**config.mk**
```make
export PLATFORM = sky130hd
export DESIGN_NAME = ring_decoder_monitor_flat
export DESIGN_NICKNAME = d
export VERILOG_FILES = /design/src/rtl/ring_decoder_monitor_if.sv /design/src/rtl/ring_decoder_monitor.sv /design/src/flat_wrapper.sv
export SDC_FILE = /design/constraint.sdc
export NUM_CORES = 1
export LEC_CHECK = 0
export BUFFER_PORTS_ARGS = -buffer_cell sky130_fd_sc_hd__buf_2
export CORE_ASPECT_RATIO = 0.6
export CORE_UTILIZATION = 57
export CTS_CLUSTER_DIAMETER = 150
export DETAILED_ROUTE_END_ITERATION = 6
export PLACE_DENSITY = 0.93
export SYNTH_ARGS = -nofsm -noshare
export SYNTH_HDL_FRONTEND = slang
export SYNTH_SLANG_ARGS = --single-unit
```
**constraint.sdc**
```tcl
create_clock -name clk -period 3.3 [get_ports clk]
set_input_delay 0.495 -clock clk [delete_from_list [all_inputs] [get_ports clk]]
set_output_delay 0.495 -clock clk [all_outputs]
set_load 0.005 [all_outputs]
```
**src/rtl/ring_decoder_monitor_if.sv**
```systemverilog
// Bus bundle for ring_decoder_monitor: the sample/clear inputs and all status outputs.
interface ring_decoder_monitor_if #(
  parameter int unsigned NBITS = 4,
  parameter int unsigned IDXW  = $clog2(NBITS)
);
  logic             ring_valid;
  logic [NBITS-1:0] ring_in;
  logic             err_clr;
  logic [IDXW-1:0]  index;
  logic             index_valid;
  logic             locked;
  logic             err_illegal;
  logic             err_seq;
  logic             err_sticky;
  logic [7:0]       err_count;
  logic [7:0]       rev_count;

  // Driver of samples, consumer of status.
  modport master (
    output ring_valid, ring_in, err_clr,
    input  index, index_valid, locked, err_illegal, err_seq,
           err_sticky, err_count, rev_count
  );

  // The monitor itself.
  modport slave (
    input  ring_valid, ring_in, err_clr,
    output index, index_valid, locked, err_illegal, err_seq,
           err_sticky, err_count, rev_count
  );
endinterface

```
**src/rtl/ring_decoder_monitor.sv**
```systemverilog
// One-hot ring counter monitor: decodes the set-bit position, tracks lock to
// the left-rotating sequence (HUNT/SYNC/LOCKED) and counts errors/revolutions.
module ring_decoder_monitor #(
  parameter int unsigned NBITS = 4,
  parameter int unsigned IDXW  = $clog2(NBITS)
) (
  input  logic                 clk,
  input  logic                 reset,
  ring_decoder_monitor_if.slave bus
);

  typedef enum logic [1:0] {HUNT, SYNC, LOCKED} state_t;

  state_t           state_q, state_d;
  logic [NBITS-1:0] prev_q;
  logic [IDXW-1:0]  index_q;
  logic             index_valid_q;
  logic             locked_q;
  logic             err_illegal_q, err_illegal_d;
  logic             err_seq_q, err_seq_d;
  logic             err_sticky_q;
  logic [7:0]       err_count_q;
  logic [7:0]       rev_count_q;

  logic             legal;
  logic             match;
  logic             rev_hit;
  logic             err_ev;
  logic [NBITS-1:0] expected;
  logic [IDXW-1:0]  enc;

  // Sample classification, position decode and next-state selection.
  always_comb begin
    legal    = (bus.ring_in != '0) &&
               ((bus.ring_in & (bus.ring_in - NBITS'(1))) == '0);
    expected = {prev_q[NBITS-2:0], prev_q[NBITS-1]};
    // prev is zero after reset, so expected is zero and can never match a legal word.
    match    = legal && (bus.ring_in == expected);
    rev_hit  = bus.ring_in[0] && prev_q[NBITS-1];
    enc      = '0;
    for (int unsigned i = 0; i < NBITS; i++) begin
      if (bus.ring_in[i]) enc = IDXW'(i);
    end

    state_d       = state_q;
    err_illegal_d = 1'b0;
    err_seq_d     = 1'b0;
    if (bus.ring_valid) begin
      case (state_q)
        HUNT: begin
          if (legal) state_d = SYNC;
        end
        SYNC: begin
          if (!legal)     state_d = HUNT;
          else if (match) state_d = LOCKED;
        end
        LOCKED: begin
          if (!legal) begin
            state_d       = HUNT;
            err_illegal_d = 1'b1;
          end else if (!match) begin
            state_d   = SYNC;
            err_seq_d = 1'b1;
          end
        end
        default: state_d = HUNT;
      endcase
    end
    err_ev = err_illegal_d || err_seq_d;
  end

  // State, decoded index, registered pulses and saturating counters.
  always_ff @(posedge clk) begin
    if (reset) begin
      state_q       <= HUNT;
      prev_q        <= '0;
      index_q       <= '0;
      index_valid_q <= 1'b0;
      locked_q      <= 1'b0;
      err_illegal_q <= 1'b0;
      err_seq_q     <= 1'b0;
      err_sticky_q  <= 1'b0;
      err_count_q   <= '0;
      rev_count_q   <= '0;
    end else begin
      state_q       <= state_d;
      locked_q      <= (state_d == LOCKED);
      err_illegal_q <= err_illegal_d;
      err_seq_q     <= err_seq_d;
      index_valid_q <= bus.ring_valid && legal;

      if (bus.ring_valid && legal) begin
        prev_q  <= bus.ring_in;
        index_q <= enc;
      end

      if (bus.ring_valid && state_q == LOCKED && match && rev_hit &&
          rev_count_q != '1) begin
        rev_count_q <= rev_count_q + 8'd1;
      end

      // A simultaneous clear and error leaves exactly that one error recorded.
      if (err_ev) begin
        err_sticky_q <= 1'b1;
        if (bus.err_clr)             err_count_q <= 8'd1;
        else if (err_count_q != '1)  err_count_q <= err_count_q + 8'd1;
      end else if (bus.err_clr) begin
        err_sticky_q <= 1'b0;
        err_count_q  <= '0;
      end
    end
  end

  assign bus.index       = index_q;
  assign bus.index_valid = index_valid_q;
  assign bus.locked      = locked_q;
  assign bus.err_illegal = err_illegal_q;
  assign bus.err_seq     = err_seq_q;
  assign bus.err_sticky  = err_sticky_q;
  assign bus.err_count   = err_count_q;
  assign bus.rev_count   = rev_count_q;

endmodule

```
**src/flat_wrapper.sv**
```systemverilog
// flat-port wrapper written by rule: the top's interface ports become plain ports
module ring_decoder_monitor_flat 
#(
  parameter int unsigned NBITS = 4,
  parameter int unsigned IDXW  = $clog2(NBITS)
)
  (clk, reset, bus_ring_valid, bus_ring_in, bus_err_clr, bus_index, bus_index_valid, bus_locked, bus_err_illegal, bus_err_seq, bus_err_sticky, bus_err_count, bus_rev_count);
  ring_decoder_monitor_if #(.NBITS(NBITS), .IDXW(IDXW)) bus_i ();
  input  logic clk;
  input  logic reset;
  input wire logic [$bits(bus_i.ring_valid)-1:0] bus_ring_valid;
  input wire logic [$bits(bus_i.ring_in)-1:0] bus_ring_in;
  input wire logic [$bits(bus_i.err_clr)-1:0] bus_err_clr;
  output wire logic [$bits(bus_i.index)-1:0] bus_index;
  output wire logic [$bits(bus_i.index_valid)-1:0] bus_index_valid;
  output wire logic [$bits(bus_i.locked)-1:0] bus_locked;
  output wire logic [$bits(bus_i.err_illegal)-1:0] bus_err_illegal;
  output wire logic [$bits(bus_i.err_seq)-1:0] bus_err_seq;
  output wire logic [$bits(bus_i.err_sticky)-1:0] bus_err_sticky;
  output wire logic [$bits(bus_i.err_count)-1:0] bus_err_count;
  output wire logic [$bits(bus_i.rev_count)-1:0] bus_rev_count;
  assign bus_i.ring_valid = bus_ring_valid;
  assign bus_i.ring_in = bus_ring_in;
  assign bus_i.err_clr = bus_err_clr;
  assign bus_index = bus_i.index;
  assign bus_index_valid = bus_i.index_valid;
  assign bus_locked = bus_i.locked;
  assign bus_err_illegal = bus_i.err_illegal;
  assign bus_err_seq = bus_i.err_seq;
  assign bus_err_sticky = bus_i.err_sticky;
  assign bus_err_count = bus_i.err_count;
  assign bus_rev_count = bus_i.rev_count;
  ring_decoder_monitor #(.NBITS(NBITS), .IDXW(IDXW)) u_core (.clk(clk), .reset(reset), .bus(bus_i));
endmodule
```
==> results of run 1 <==
==> layer usage <==
metal / GRT usage, % / routed length (um) / share of wire [%]
met1: 33.3 / 1580 / 47
met4: 14.9 / 34 / 1.0
met3: 8.33 / 177 / 5.3
met2: 40.9 / 1540 / 46
met5: 0 / 0 / 0
==> layout make-up <==
class / count / area share [%]
multi-input combinational: 117 / 48.0
sequential: 29 / 34.9
timing repair buffer: 30 / 9.02
clock buffer: 7 / 5.19
tap: 30 / 2.26
inverter: 3 / 0.677
==> sequential cells by signal, indices dropped and copies added (netlist names), 2 cells and up <==
signal,count
u_core.bus.err_count,8
u_core.bus.rev_count,8
u_core.prev_q,4
u_core.bus.index,2
u_core.state_q,2
==> path summary, 6_finish.rpt <==
path | startpoint | end | cells after the start
worst min-delay path | u_core.prev_q[2] | u_core.prev_q[2] | 2
worst min register to register | u_core.prev_q[2] | u_core.prev_q[2] | 2
worst max-delay path | bus_ring_in[0] | u_core.bus.rev_count[7] | 6
worst max register to register | u_core.prev_q[3] | u_core.bus.rev_count[7] | 5
==> power breakdown <==
| part | switching (mW) | total (mW) | internal, mW |
|---|---|---|---|
| clock network | 0.124 | 0.289 | 0.165 |
| registers | 0.00310 | 0.358 | 0.355 |
| logic | 0.0348 | 0.0519 | 0.0171 |
| total | 0.162 | 0.699 | 0.537 |
==> cells by family (layout without fill, tap and decap cells) <==
group | after synthesis | in the layout | synth area share (%)
adder cells (fa/ha/maj) | 4 | 4 | 3.34
AND/OR/NAND/NOR | 68 | 68 | 28.0
buffers and inverters | 10 | 40 | 3.25
XOR/XNOR | 8 | 8 | 4.92
multiplexers | 5 | 5 | 3.60
AO/OA/AOI/OAI | 32 | 32 | 16.2
flip-flops | 29 | 29 | 40.7
==> cell usage after synthesis, types with 4 or more instances <==
cell / instances
clkbuf_1: 5
xnor2_1: 4
nor3_1: 10
or4b_1: 4
mux2i_1: 4
a21oi_1: 13
nand4_1: 4
xor2_1: 4
nor2_1: 13
o21ai_0: 4
nand3_1: 11
dfxtp_1: 29
nand2_1: 8
==> stage by stage <==
stage / total power [mW] / cells / utilization (%) / hold WS (ns) / setup WS, ns
after floorplan: 0.400 / 156 / - / 0.448 / 1.12
after global placement: 0.414 / 209 / 69.8 / 0.455 / 0.782
after detailed placement: 0.416 / 209 / 69.8 / 0.463 / 0.709
after CTS: 0.701 / 216 / 73.6 / 0.470 / 0.949
after global routing: 0.726 / 216 / 73.6 / 0.489 / 0.811
final: 0.699 / 216 / 73.6 / 0.470 / 0.926
==> worst register-to-register path: stages, from the launching register on <==
cell and delay (ns):
dfxtp_1 0.32, ha_1 0.30, nor4_4 0.67, nand3b_4 0.24
or4_1 0.56, a21oi_1 0.16
==> impl_metrics.tcl, run 1 <==
set metrics [dict create \
    status "complete, no violations" \
    routedWlPerCell_um 15.4 \
    tightest_slew_ns 0.725 \
    start_util_pct 63.0 \
    cp-start-kind "input port" \
    drv_slew 0 \
    drc 0 \
    crit_type "input port to flop" \
    synthToLayoutAreaGrowth_pct 16.8 \
    synth_nets 167 \
    multi_input_area_um2 798 \
    grt_pass1_wl_um 5020 \
    drive_gt1_share_pct 23.7 \
    die_w_um 66.6 \
    crit_buf_inv 1 \
    synth_edf_count 0 \
    crit_required_ns 3.51 \
    postCtsSetupRepairBufs 0 \
    io_pins 31 \
    clkTransAtPathRegs_ns 0.06 \
    maxCapViolations 0 \
    die_h_um 40.7 \
    grt_use_total_pct 26.4 \
    cpPeakStageDelay_ns 0.66 \
    finalHoldViolCount 0 \
    grt_pass1_vias 1100 \
    cts_hold_buf 0 \
    placed_area_mm2 0.00158 \
    clock.fmax_mhz 421 \
    routed_wl_um 3330 \
    synth-seq-cells 29 \
    cts_inserted_buffers 5 \
    drtIter0Drc 38 \
    cts.sinks 29 \
    via_per_inst 6.17 \
    antenna_cells 0 \
    cts_buffer_depth 2 \
    path_cells "buf_2 -> ha_1 -> nor4_4 -> nand3b_4 -> or4_1 -> a21oi_1" \
    hp-class "flop to flop" \
    synth.avg_cell_area_um2 9.14 \
    fin_crit_sh_pct 72.0 \
    grt_max_degree 32 \
    overflow 0 \
    yosys.cell_types.count 43 \
    rrSetupSlack_ns 0.98 \
    ys_top_cells_by_area "dfxtp_1, a21oi_1, nand3_1" \
    stdcell_area_mm2 0.00166 \
    gp_congestion 0.790 \
    syn_inst 156 \
    num_rows 13 \
    seq_area_frac_synth_pct 40.7 \
    core_mm2 0.00226 \
    fin_nets 197 \
    cts_tree "done" \
    root_buffer "clkbuf_8" \
    end_kind "flop" \
    yosys_warnings 0 \
    crit_slowest_cell "nor4_4" \
    finalClockSkew_ns 0.00342 \
    drt_first_pass_iters 4 \
    io_buffers 30 \
    regArea_um2 581 \
    synth-async-reset-ratio_pct 0 \
    rsz0062_at_grt "false" \
    post_cts_resize_count 0 \
    dp_hpwl_um 2320 \
    cp_data_arrival_time_ns 2.58 \
    dieArea_mm2 0.00271 \
    synthDominantCellAreaShare_pct 40.7 \
    antenna_found_initial 0 \
    slew_headroom_pct 51.6 \
    crit_fanout 13 \
    setup_viol 0 \
    vdd_drop_max_uv 334 \
    final_common_cell "buf_2" \
    cellLeakagePower_nw 0.699 \
    vias 1333 \
    path_delay_family "simple AND/OR/NAND/NOR gates" \
    power_density_mw_per_mm2 420 \
    clk_latency_ns 0.28 \
    final.min_clock_period_ns 2.37 \
    layout_common_cells "buf_2, dfxtp_1, a21oi_1, nor2_1, nand3_1" \
    syn_area_mm2 0.00143 \
    synth_top_flop_cell "dfxtp_1" \
    cts-htree-levels 2 \
    antenna_left 0 \
    synth_area_leader_cell "dfxtp_1" \
    finalSetupTns_ns 0 \
    fillCellCount 162 \
]
No activity file was read; power rests on OpenSTA's default activity.
==> inputs of run 2 (changes only) <==
Settings changed: CORE_UTILIZATION 57 to 48, PLACE_DENSITY 0.93 to 0.85.
Clock period 3.3 ns to 2.1 ns, I/O delays scaled along.
==> run 2 against run 1 <==
  * Routed wire length rose by 8.1%
  * Via count rose by 2.3%
  * Non-clock buffer count rose by 11
  * Clock power rose by 56%
  * Die area rose by 18%
  * Combinational power rose by 82%
  * Register-to-register slack got worse by 0.84 ns
  * Total power rose by 59%
  * Critical endpoint is now u_core.bus.locked
  * Largest power group unchanged
==> impl_metrics.tcl, run 2 (synthesis gave the netlist of run 1 again) <==
set metrics [dict create \
    drv_slew 0 \
    r2r-end "u_core.bus.locked" \
    dieArea_mm2 0.00320 \
    die_h_um 44.2 \
    vdd_drop_max_uv 399 \
    clk_latency_ns 0.28 \
    antenna_cells 0 \
    crit_fanout 9 \
    io_pins 31 \
    rrSetupSlack_ns 0.14 \
    maxCapViolations 0 \
    rsz0062_at_grt "false" \
    placed_cells 230 \
    num_rows 14 \
    cts_inserted_buffers 5 \
    clock.fmax_mhz 511 \
    drive_gt1_share_pct 27.9 \
    antenna_left 0 \
    drt_first_pass_iters 4 \
    gp_congestion 0.863 \
    pre_cts_ws_ns -0.111 \
    cts.sinks 29 \
    worstHoldStart "bus_err_clr" \
    fin_crit_sh_pct 93.2 \
    grt_use_total_pct 24.8 \
    tightest_slew_ns 0.548 \
    hp-class "input port to flop" \
    clkTransAtPathRegs_ns 0.06 \
    whs_endpoint "u_core.bus.err_count[6]" \
    switching_power_uw 257 \
    fin_nets 208 \
    finalWorstSetupSlack_ns 0.143 \
    cp-start-kind "flop" \
    routedWlPerCell_um 15.2 \
    power_frac_seq_pct 50.8 \
    grt_pass1_vias 1256 \
    cts_hold_buf 0 \
    slew_headroom_pct 63.5 \
    layout_common_cells "buf_2, dfxtp_1, a21oi_1, nor2_1, nand3_1" \
    antenna_found_initial 0 \
    core_mm2 0.00266 \
    grt_pass1_wl_um 5880 \
    rr_worst_depth 6 \
    cellLeakagePower_nw 0.754 \
    whs_path_depth 2 \
    dp_hpwl_um 2540 \
    io_buffers 30 \
    final.min_clock_period_ns 1.96 \
    drc 0 \
    status "complete, no violations" \
    crit_required_ns 2.30 \
    overflow 0 \
    hold_ws_ns 0.331 \
    cts_tree "done" \
    cp_data_arrival_time_ns 2.16 \
    end_kind "flop" \
    final_common_cell "buf_2" \
    cts-htree-levels 2 \
    finalHoldViolCount 0 \
    vias 1364 \
    finalSetupTns_ns 0 \
    setup_viol 0 \
    routed_wl_um 3600 \
    total_power_mw 1.11 \
    via_per_inst 5.76 \
    start_util_pct 53.5 \
    finalClockSkew_ns 0.00376 \
    synthToLayoutAreaGrowth_pct 23.7 \
    combinationalPowerShare_pct 8.5 \
    crit_type "flop to flop" \
    grt_max_degree 32 \
    swShare_pct 23.2 \
    stdcell_count 237 \
    root_buffer "clkbuf_8" \
    internal_power_uw 852 \
    rr_startpoint "u_core.prev_q[1]" \
    drtIter0Drc 48 \
    die_w_um 72.3 \
    cts_buffer_depth 2 \
    power_density_mw_per_mm2 629 \
    clkPwrFrac_pct 40.7 \
]
-- run 2: cell count changes in the layout (fill, tap and decap cells not counted) --
cell / delta
buf_4: +10
buf_6: +1
-- run 2: what timing repair did --
| action | in CTS | in global routing |
|---|---|---|
| gates resized for setup | 0 | 1 |
| buffers inserted | 0 | 0 |
| setup endpoints to repair | 0 | 2 |
-- run 2: final cells by class --
class	instances	area (um2)
Sequential cell	29	581
Inverter	3	11.3
Tap cell	40	50.0
Multi-Input combinational cell	117	798
Clock buffer	7	86.3
Timing Repair Buffer	41	236
Fill cell	220	900
-- run 2: worst max-delay path by stage --
stage                     startpoint                 endpoint  slack, ns  cells past startpoint
floorplan             bus_ring_in[0]  u_core.bus.err_count[0]       0.10                      5
global placement      bus_ring_in[0]        u_core.bus.locked       0.03                      7
detailed placement    bus_ring_in[0]        u_core.bus.locked      -0.11                      7
CTS                 u_core.prev_q[3]        u_core.bus.locked       0.03                      6
global route        u_core.prev_q[0]        u_core.bus.locked       0.08                      6
finish              u_core.prev_q[1]        u_core.bus.locked       0.14                      6
-- run 2: through the flow --
step	instance area, um2	utilization, %
6_report	1760	66.2
5_1_grt	1760	66.2
4_1_cts	1760	66.1
3_5_place_dp	1670	62.8
3_3_place_gp	1670	62.8
2_1_floorplan	1430	-
-- run 2: per-layer routing --
layer	vias to the layer above	share of wire, %	GRT usage [%]	wire length, um
met5	-	0	0	0
met4	0	1.4	12.2	52
met3	7	6.5	7.06	234
met2	62	46	39.1	1660
met1	637	46	31.8	1660
li1	658	-	-	-
-- run 2: critical path: stages (launching register included) --
cell     delay (ns)
dfxtp_1        0.34
xor2_1         0.21
nor4_4         0.38
buf_6          0.20
nand2_2        0.06
or4b_1         0.52
a21oi_1        0.17
-- run 2: power by group through the flow --
| stage | registers, mW | logic (mW) | clock network [mW] |
|---|---|---|---|
| after detailed placement | 0.574 | 0.0915 | 0 |
| after floorplan | 0.574 | 0.0553 | 0 |
| after global routing | 0.564 | 0.101 | 0.481 |
| after global placement | 0.574 | 0.0860 | 0 |
| after CTS | 0.563 | 0.0931 | 0.457 |
| final | 0.563 | 0.0944 | 0.452 |
